==> src/rtl/gpio_ctrl.sv <==
// ---------------------------------------------------------------------------
// gpio_ctrl
// Bus-side GPIO register file and edge-triggered interrupt controller for the
// sysio peripheral group. Drives output value and output enable into the pad
// mux, synchronises the raw pin levels coming back, detects rising/falling
// edges on the low INT_NUM pins and raises a level interrupt while any
// pending flag is set.
//
// Register map (byte offset, decoded on address bits [4:0]):
//   0x00 DIN  RO   synchronised gpio_in
//   0x04 OPT  RW   output value, drives gpio_out
//   0x08 OEC  RW   output enable, drives gpio_oe
//   0x0C TAI  RW   per-pin {edge select, enable}; bit 2x enable, 2x+1 rising
//   0x10 IPD  W1C  pending interrupt flags [INT_NUM-1:0]
//   Any other offset: writes ignored, reads return 0.
//
// Parameters:
//   SYNC_STAGES  flops in the gpio_in synchroniser chain (>= 2)
//   INT_NUM      number of interrupt-capable pins, GPIO0 upwards (1..16)
//
// Ports:
//   clk       system clock
//   rst       synchronous active-high reset
//   waddr_i   write byte offset
//   data_i    write data
//   sel_i     write byte enables, sel_i[n] covers data_i[8n+7:8n]
//   we_i      write strobe, one cycle per write
//   raddr_i   read byte offset
//   rd_i      read strobe
//   data_o    registered read data, holds when rd_i is low
//   gpio_oe   per-pin output enable
//   gpio_out  per-pin output value
//   gpio_in   raw asynchronous pin levels
//   irq_o     level interrupt request, OR of the pending flags
// ---------------------------------------------------------------------------
module gpio_ctrl #(
  parameter int SYNC_STAGES = 2,
  parameter int INT_NUM     = 16
) (
  input  logic        clk,
  input  logic        rst,
  input  logic [7:0]  waddr_i,
  input  logic [31:0] data_i,
  input  logic [3:0]  sel_i,
  input  logic        we_i,
  input  logic [7:0]  raddr_i,
  input  logic        rd_i,
  output logic [31:0] data_o,
  output logic [31:0] gpio_oe,
  output logic [31:0] gpio_out,
  input  logic [31:0] gpio_in,
  output logic        irq_o
);

  // Mask with the low n bits set; used to keep TAI bits above the
  // interrupt-capable range permanently zero.
  function automatic logic [31:0] lowMask(input int n);
    logic [31:0] m;
    for (int i = 0; i < 32; i++) begin
      m[i] = (i < n);
    end
    return m;
  endfunction

  localparam logic [4:0]  ADDR_DIN = 5'h00;
  localparam logic [4:0]  ADDR_OPT = 5'h04;
  localparam logic [4:0]  ADDR_OEC = 5'h08;
  localparam logic [4:0]  ADDR_TAI = 5'h0C;
  localparam logic [4:0]  ADDR_IPD = 5'h10;
  localparam logic [31:0] TAI_MASK = lowMask(2 * INT_NUM);

  // Only address bits [4:0] take part in decoding; the upper bits alias.
  logic unused_addr_bits;
  assign unused_addr_bits = ^{waddr_i[7:5], raddr_i[7:5]};

  logic [31:0]        opt_q, opt_d;
  logic [31:0]        oec_q, oec_d;
  logic [31:0]        tai_q, tai_d;
  logic [INT_NUM-1:0] ipd_q, ipd_d;
  logic [31:0]        data_q, data_d;
  logic               irq_q, irq_d;
  logic [31:0]        sync_q [SYNC_STAGES];
  logic [INT_NUM-1:0] din_q;

  logic [31:0]        byteMask;
  logic               wrOpt, wrOec, wrTai, wrIpd;
  logic [31:0]        din;
  logic [INT_NUM-1:0] rise, fall, ipdSet, ipdClr;
  logic [31:0]        rdData;

  // Expand the byte enables into a bit mask for the masked register writes.
  always_comb begin
    byteMask = {{8{sel_i[3]}}, {8{sel_i[2]}}, {8{sel_i[1]}}, {8{sel_i[0]}}};
  end

  // Write decode.
  always_comb begin
    wrOpt = we_i && (waddr_i[4:0] == ADDR_OPT);
    wrOec = we_i && (waddr_i[4:0] == ADDR_OEC);
    wrTai = we_i && (waddr_i[4:0] == ADDR_TAI);
    wrIpd = we_i && (waddr_i[4:0] == ADDR_IPD);
  end

  // Byte-masked next state for the plain read/write registers. With all
  // byte enables low the mask is zero and the registers keep their value.
  always_comb begin
    opt_d = opt_q;
    oec_d = oec_q;
    tai_d = tai_q;
    if (wrOpt) begin
      opt_d = (opt_q & ~byteMask) | (data_i & byteMask);
    end
    if (wrOec) begin
      oec_d = (oec_q & ~byteMask) | (data_i & byteMask);
    end
    if (wrTai) begin
      tai_d = ((tai_q & ~byteMask) | (data_i & byteMask)) & TAI_MASK;
    end
  end

  // Pin synchroniser: the last stage is DIN. Reset clears the chain so that
  // a pin held high across reset produces one fresh rising edge afterwards.
  always_ff @(posedge clk) begin
    if (rst) begin
      for (int i = 0; i < SYNC_STAGES; i++) begin
        sync_q[i] <= '0;
      end
    end else begin
      sync_q[0] <= gpio_in;
      for (int i = 1; i < SYNC_STAGES; i++) begin
        sync_q[i] <= sync_q[i-1];
      end
    end
  end

  assign din = sync_q[SYNC_STAGES-1];

  // One more flop on the interrupt-capable pins gives the previous level
  // for edge detection.
  always_ff @(posedge clk) begin
    if (rst) begin
      din_q <= '0;
    end else begin
      din_q <= din[INT_NUM-1:0];
    end
  end

  // Edge detection uses the current TAI contents, so a TAI write landing on
  // the same edge only affects detection from the following cycle.
  always_comb begin
    rise   = din[INT_NUM-1:0] & ~din_q;
    fall   = ~din[INT_NUM-1:0] & din_q;
    ipdSet = '0;
    for (int x = 0; x < INT_NUM; x++) begin
      ipdSet[x] = tai_q[2*x] & (tai_q[2*x+1] ? rise[x] : fall[x]);
    end
  end

  // Pending flags: write-one-to-clear, with a simultaneous set taking
  // priority over the clear so no edge is ever lost.
  always_comb begin
    ipdClr = '0;
    if (wrIpd) begin
      ipdClr = data_i[INT_NUM-1:0] & byteMask[INT_NUM-1:0];
    end
    ipd_d = (ipd_q & ~ipdClr) | ipdSet;
    irq_d = |ipd_d;
  end

  // Read mux works on the current register values, so a read and a write to
  // the same register in one cycle return the old contents.
  always_comb begin
    rdData = '0;
    case (raddr_i[4:0])
      ADDR_DIN: rdData = din;
      ADDR_OPT: rdData = opt_q;
      ADDR_OEC: rdData = oec_q;
      ADDR_TAI: rdData = tai_q;
      ADDR_IPD: rdData[INT_NUM-1:0] = ipd_q;
      default:  rdData = '0;
    endcase
    data_d = rd_i ? rdData : data_q;
  end

  // Register file, read data and interrupt state.
  always_ff @(posedge clk) begin
    if (rst) begin
      opt_q  <= '0;
      oec_q  <= '0;
      tai_q  <= '0;
      ipd_q  <= '0;
      data_q <= '0;
      irq_q  <= 1'b0;
    end else begin
      opt_q  <= opt_d;
      oec_q  <= oec_d;
      tai_q  <= tai_d;
      ipd_q  <= ipd_d;
      data_q <= data_d;
      irq_q  <= irq_d;
    end
  end

  assign data_o   = data_q;
  assign gpio_out = opt_q;
  assign gpio_oe  = oec_q;
  assign irq_o    = irq_q;

endmodule
==> config.mk <==
export PLATFORM = sky130hd
export DESIGN_NAME = gpio_ctrl
export DESIGN_NICKNAME = d
export VERILOG_FILES = /design/src/rtl/gpio_ctrl.sv
export SDC_FILE = /design/constraint.sdc
export NUM_CORES = 1
export LEC_CHECK = 0
export ABC_AREA = 1
export BUFFER_PORTS_ARGS = -buffer_cell sky130_fd_sc_hd__clkbuf_2
export CAP_MARGIN = 15
export CORE_MARGIN = 5
export CORE_UTILIZATION = 42
export CTS_BUF_LIST = sky130_fd_sc_hd__clkbuf_8
export CTS_CLUSTER_DIAMETER = 50
export CTS_CLUSTER_SIZE = 10
export DETAILED_ROUTE_END_ITERATION = 12
export PLACE_DENSITY_LB_ADDON = 0.12
export SETUP_SLACK_MARGIN = 0.02
export SKIP_LAST_GASP = 1
export SYNTH_ARGS = -nofsm -noshare
export SYNTH_HDL_FRONTEND = slang
export SYNTH_SLANG_ARGS = --single-unit
==> constraint.sdc <==
create_clock -name clk -period 3.9 [get_ports clk]
set_clock_uncertainty 0.15 [all_clocks]
set_input_delay 0.39 -clock clk [delete_from_list [all_inputs] [get_ports clk]]
set_output_delay 0.39 -clock clk [all_outputs]
set_load 0.01 [all_outputs]
# Yosys cells after proc, flatten, opt, wreduce, memory -nomap -nowiden
# Memories as Yosys holds them, arrays and structs flattened.
# Cells that the tools add are included.
# op_classes
bitwise_logic	34
muxes	24
n_eq_ne	8
n_reduce_logical	6
# op_table
op	n
32-bit bitwise AND	4
32-bit bitwise OR	3
16-bit case mux with 5 select lines	1
16-bit bitwise AND	4
32-bit 2-to-1 mux	2
16-bit case mux with 4 select lines	1
16-bit NOT	3
32-bit NOT	1
5-bit by 4-bit == test with 1-bit output (second input constant)	4
1-bit 2-to-1 mux	19
1-bit bitwise AND	16
16-bit 2-to-1 mux	1
16-bit bitwise OR	1
16-bit OR reduction	1
5-bit by 3-bit == test with 1-bit output (second input constant)	2
5-bit == test (second input constant)	2
5-bit logical NOT	1
1-bit logical AND	4
1-bit bitwise OR	2
# totals
reg_bits	161
out_inout_bits	97
ramBits	64
memories	1
# mem_list
memory	depth	width	rd	rd_ports_with_merged_regs	write_ports	line	text
sync_q	2	32	2	0	2	82	logic [31:0] sync_q [SYNC_STAGES];

# Depth between registers and ports, before layout
# depth
ltp_word	7
ltp_mapped	11

# Worst setup path after synthesis
# OpenSTA, ideal clock, no wires.
# synth_timing
path_kind	input port to flip-flop
start	input port waddr_i[3]
end	register with a tool-made name
setup_slack_ns	2.284
t_arrival_ns	1.346
stages	10
path_cell_list	inv_1 nor2_1 nand2_1 nor2_1 inv_1 nor2_1 inv_1 buf_2 o21ai_0 a21oi_1
# synth_lines
item	line	text
start, declared	42	input logic [7:0] waddr_i,

==> results.txt <==
----------------------------------------------------
[Critical path]
  CP Max Fanout ... 26
  Slowest cell on the critical path ... clkinv_1
  Count of cells along the worst register-to-register path ... 8
  Worst path cell trace ... clkbuf_2, clkinv_1, a21oi_1, a21oi_1
  Critical path depth in cells ... 4
  Buffers and inverters on the worst path ... 2
  Launching element type of the critical path ... primary input
  Data required time of the worst path ... between 4 and 5 ns
  Worst endpoint data arrival time ... around 2.1 ns
  Stage delay of the slowest cell on the critical path ... approximately 0.86 ns
  Cell class contributing the biggest share of worst-path delay ... buffers and inverters
  Critical path class ... primary input to register
  Most used cell along the critical path ... a21oi_1
  Element type at the critical path end ... register

[Die]
  Height of the die ... ~150 um
  Die span in x ... around 150 um
  IO Pins ... about 190
  Row cnt ... 52
  Core Box Area ... 0.0203 mm2
  Starting density of the core ... 0.428
  Full die area ... 0.0237 mm2

[Finish]
  Layout overhead on the synthesized area ... 25.1%
  Final layout net count ... approximately 1500
  Antenna diode instance count ... 0
  Sequential cell area ... 0.00450 mm2
  Filler cell count in the final layout ... slightly above 2000
  Fraction of final layout cells with drive strength greater than 1 ... 0.163
  Area of the multi-input gates ... about 0.0033 mm2

[Timing]
  Minimum period implied by the final worst setup slack ... 1.82 ns
  Normalized max-slew margin ... 0.244
  Hold slack ... 0.121 ns
  Worst Tran Pin Value ... about 1.1 ns
  Fraction of the cycle the final worst path needs ... 0.466
  Final count of pins violating max slew ... 0
  Sum Neg Setup Slack ... 0 ns
  Final hold violation count ... 0
  Unrepaired setup endpoints after global routing ... no
  Highest clock rate ... about 550 MHz
  Final setup viols ... 0

[Clocking]
  Worst-skew pair later-pin latency ... roughly 0.53 ns
  Clock Root Buffer ... clkbuf_8
  Resize count post-CTS ... 0
  # H-tree levels ... 1
  Number of buffers on the longest clock path ... 3
  Clock buffers created by TritonCTS ... 27
  CTS sink cnt ... ~230
  TritonCTS clock tree ... done
  Number of buffers added for setup after CTS ... 0
  Clk slew on worst S/H paths ... 0.07 ns
  Hold-fix buffers at CTS ... 64

[Hold path]
  Hold depth ... 2
  Worst Hold Class ... primary input to register

[Power and ir drop]
  Relative contribution of the clock network to total power ... 0.371
  Total net switching power ... ~1 mW
  Static leakage ... 4.89 nW
  Total internal power ... 3.24 mW
  Gate power share ... 0.070
  Total power ... about 4.2 mW
  Part of the power in registers ... 0.558
  Switching portion of total power ... 0.235
  Power density over the cells ... 390 mW/mm2
  Worst VDD drop ... about 0.21 mV

[Yosys]
  Post-Syn Area per Cell ... around 7.3 um2
  Most frequently used cell type in the post-synthesis netlist ... nand2_1
  Netlist area before placement ... 0.00869 mm2
  Post-Synthesis Net Count ... 1273
  Area contributors post-synth ... dfxtp_1 52%, nand2_1 11%, a21oi_1 7.6%, inv_1 7.4%, o21ai_0 7.0%
  Number of library cell types mapped by synthesis ... 26
  Most common library cells after synthesis ... 246 x nand2_1, 225 x dfxtp_1, 171 x inv_1
  Post-synth EDFFs ... 0
  Count of synthesis-stage warnings from yosys ... 0
  Fraction of synthesis flops using an asynchronous set or reset pin ... 0
  Number of standard cells after synthesis ... 1185
  Cell taking the most area after synthesis ... dfxtp_1
  Main flop type after synthesis ... dfxtp_1
  Sequential fraction of the synthesis area ... 0.518
  Share of the synthesized area in the top cell type ... 0.518
  Yosys reg bits ... about 230

[Routing]
  Drt drc ... 0
  Vias per inst ... 4.77
  Per-cell routed wire length ... roughly 15 um
  Number of detailed-routing iterations run before antenna repair ... 5
  Remaining antenna violation count ... 0
  Vias ... about 8000
  Total wire length ... between 20000 and 30000 um
  Iteration-0 DRC count of the detailed router ... 449

[Global routing]
  First-pass GRT wire length ... ~40000 um
  Antenna violations before repair ... 0
  Via count of the first global-routing pass ... 7722
  Total grt overflow ... 0
  Global routing usage summed across all routing layers ... 0.211
  Pin count of the biggest net entering global routing ... 67

[Placement]
  Number of buffers inserted by port buffering ... between 150 and 200
  Final weighted congestion in routability-driven placement ... 0.789
  Detailed Place HPWL ... between 15000 and 20000 um

[Status]
  Outcome ... finished clean

[Job]
  Number of max-cap violations ... 0

----------------------------------------------------
## kinds of logic (layout without fill, tap and decap cells)
kind of cell	Yosys count	count (layout)	synth area share
and+or+nand+nor	429	429	0.199
AOI/OAI and AO/OA	300	300	0.180
buffers and inverters	231	463	0.103
DFF	225	225	0.518
## metrics by stage
stage / setup WS (ns) / instance area (um2) / cells / utilization
6_report: 2.08 / 10900 / 1687 / 0.536
5_1_grt: 2.05 / 10900 / 1687 / 0.536
4_1_cts: 2.15 / 10900 / 1687 / 0.536
3_5_place_dp: 1.56 / 9770 / 1588 / 0.481
3_3_place_gp: 1.59 / 9770 / 1588 / 0.481
2_1_floorplan: 2.28 / 8690 / 1185 / -
## metal layers
metal  vias to the layer above  global-route usage  routed length, um
met5                         -                   0                  0
met4                         0              0.0458                295
met3                        22              0.0391               1650
met2                       221               0.357              12000
met1                      3615               0.284              11500
li1                       4187                   -                  -
## power by group through the flow
stage | Combinational (mW) | Clock (mW) | Sequential, mW
finish | 0.298 | 1.57 | 2.37
global route | 0.335 | 1.73 | 2.37
CTS | 0.299 | 1.62 | 2.37
detailed placement | 0.247 | 0 | 2.42
global placement | 0.246 | 0 | 2.42
floorplan | 0.129 | 0 | 2.42
## placed cells by master, fill, tap and decap left out
cell type / instances
a41oi_1: 1
inv_1: 173
clkbuf_2: 177
o22ai_1: 28
clkbuf_8: 31
buf_12: 1
dlygate4sd3_1: 64
nor2_1: 150
nand4_1: 1
buf_4: 8
o21ai_0: 121
a21oi_1: 132
clkinv_1: 2
nand2_1: 246
nor2_4: 1
dfxtp_1: 225
o21ai_1: 8
nand3b_1: 1
or3_1: 1
nor2_2: 2
nand3_1: 17
a21o_1: 1
inv_2: 6
nor2_8: 4
a211oi_1: 9
nor3_1: 6
bufinv_16: 1
## final timing paths
path | startpoint | end | slack [ns]
max reg2reg | sync_q[0][46] | irq_o | 2.38
min | rst | sync_q[0][3] | 0.12
max | rd_i | data_o[7] | 2.08
min reg2reg | sync_q[0][11] | sync_q[0][43] | 0.24
## final cells by class
cell class	count	area share
flip-flops and latches	225	0.414
multi-input cells	729	0.303
repair buffers	250	0.148
inverters	178	0.0614
clock buffers	31	0.0392
well taps	270	0.0311
clock inverters	4	0.00380
Power figures use the tool's default switching activity.
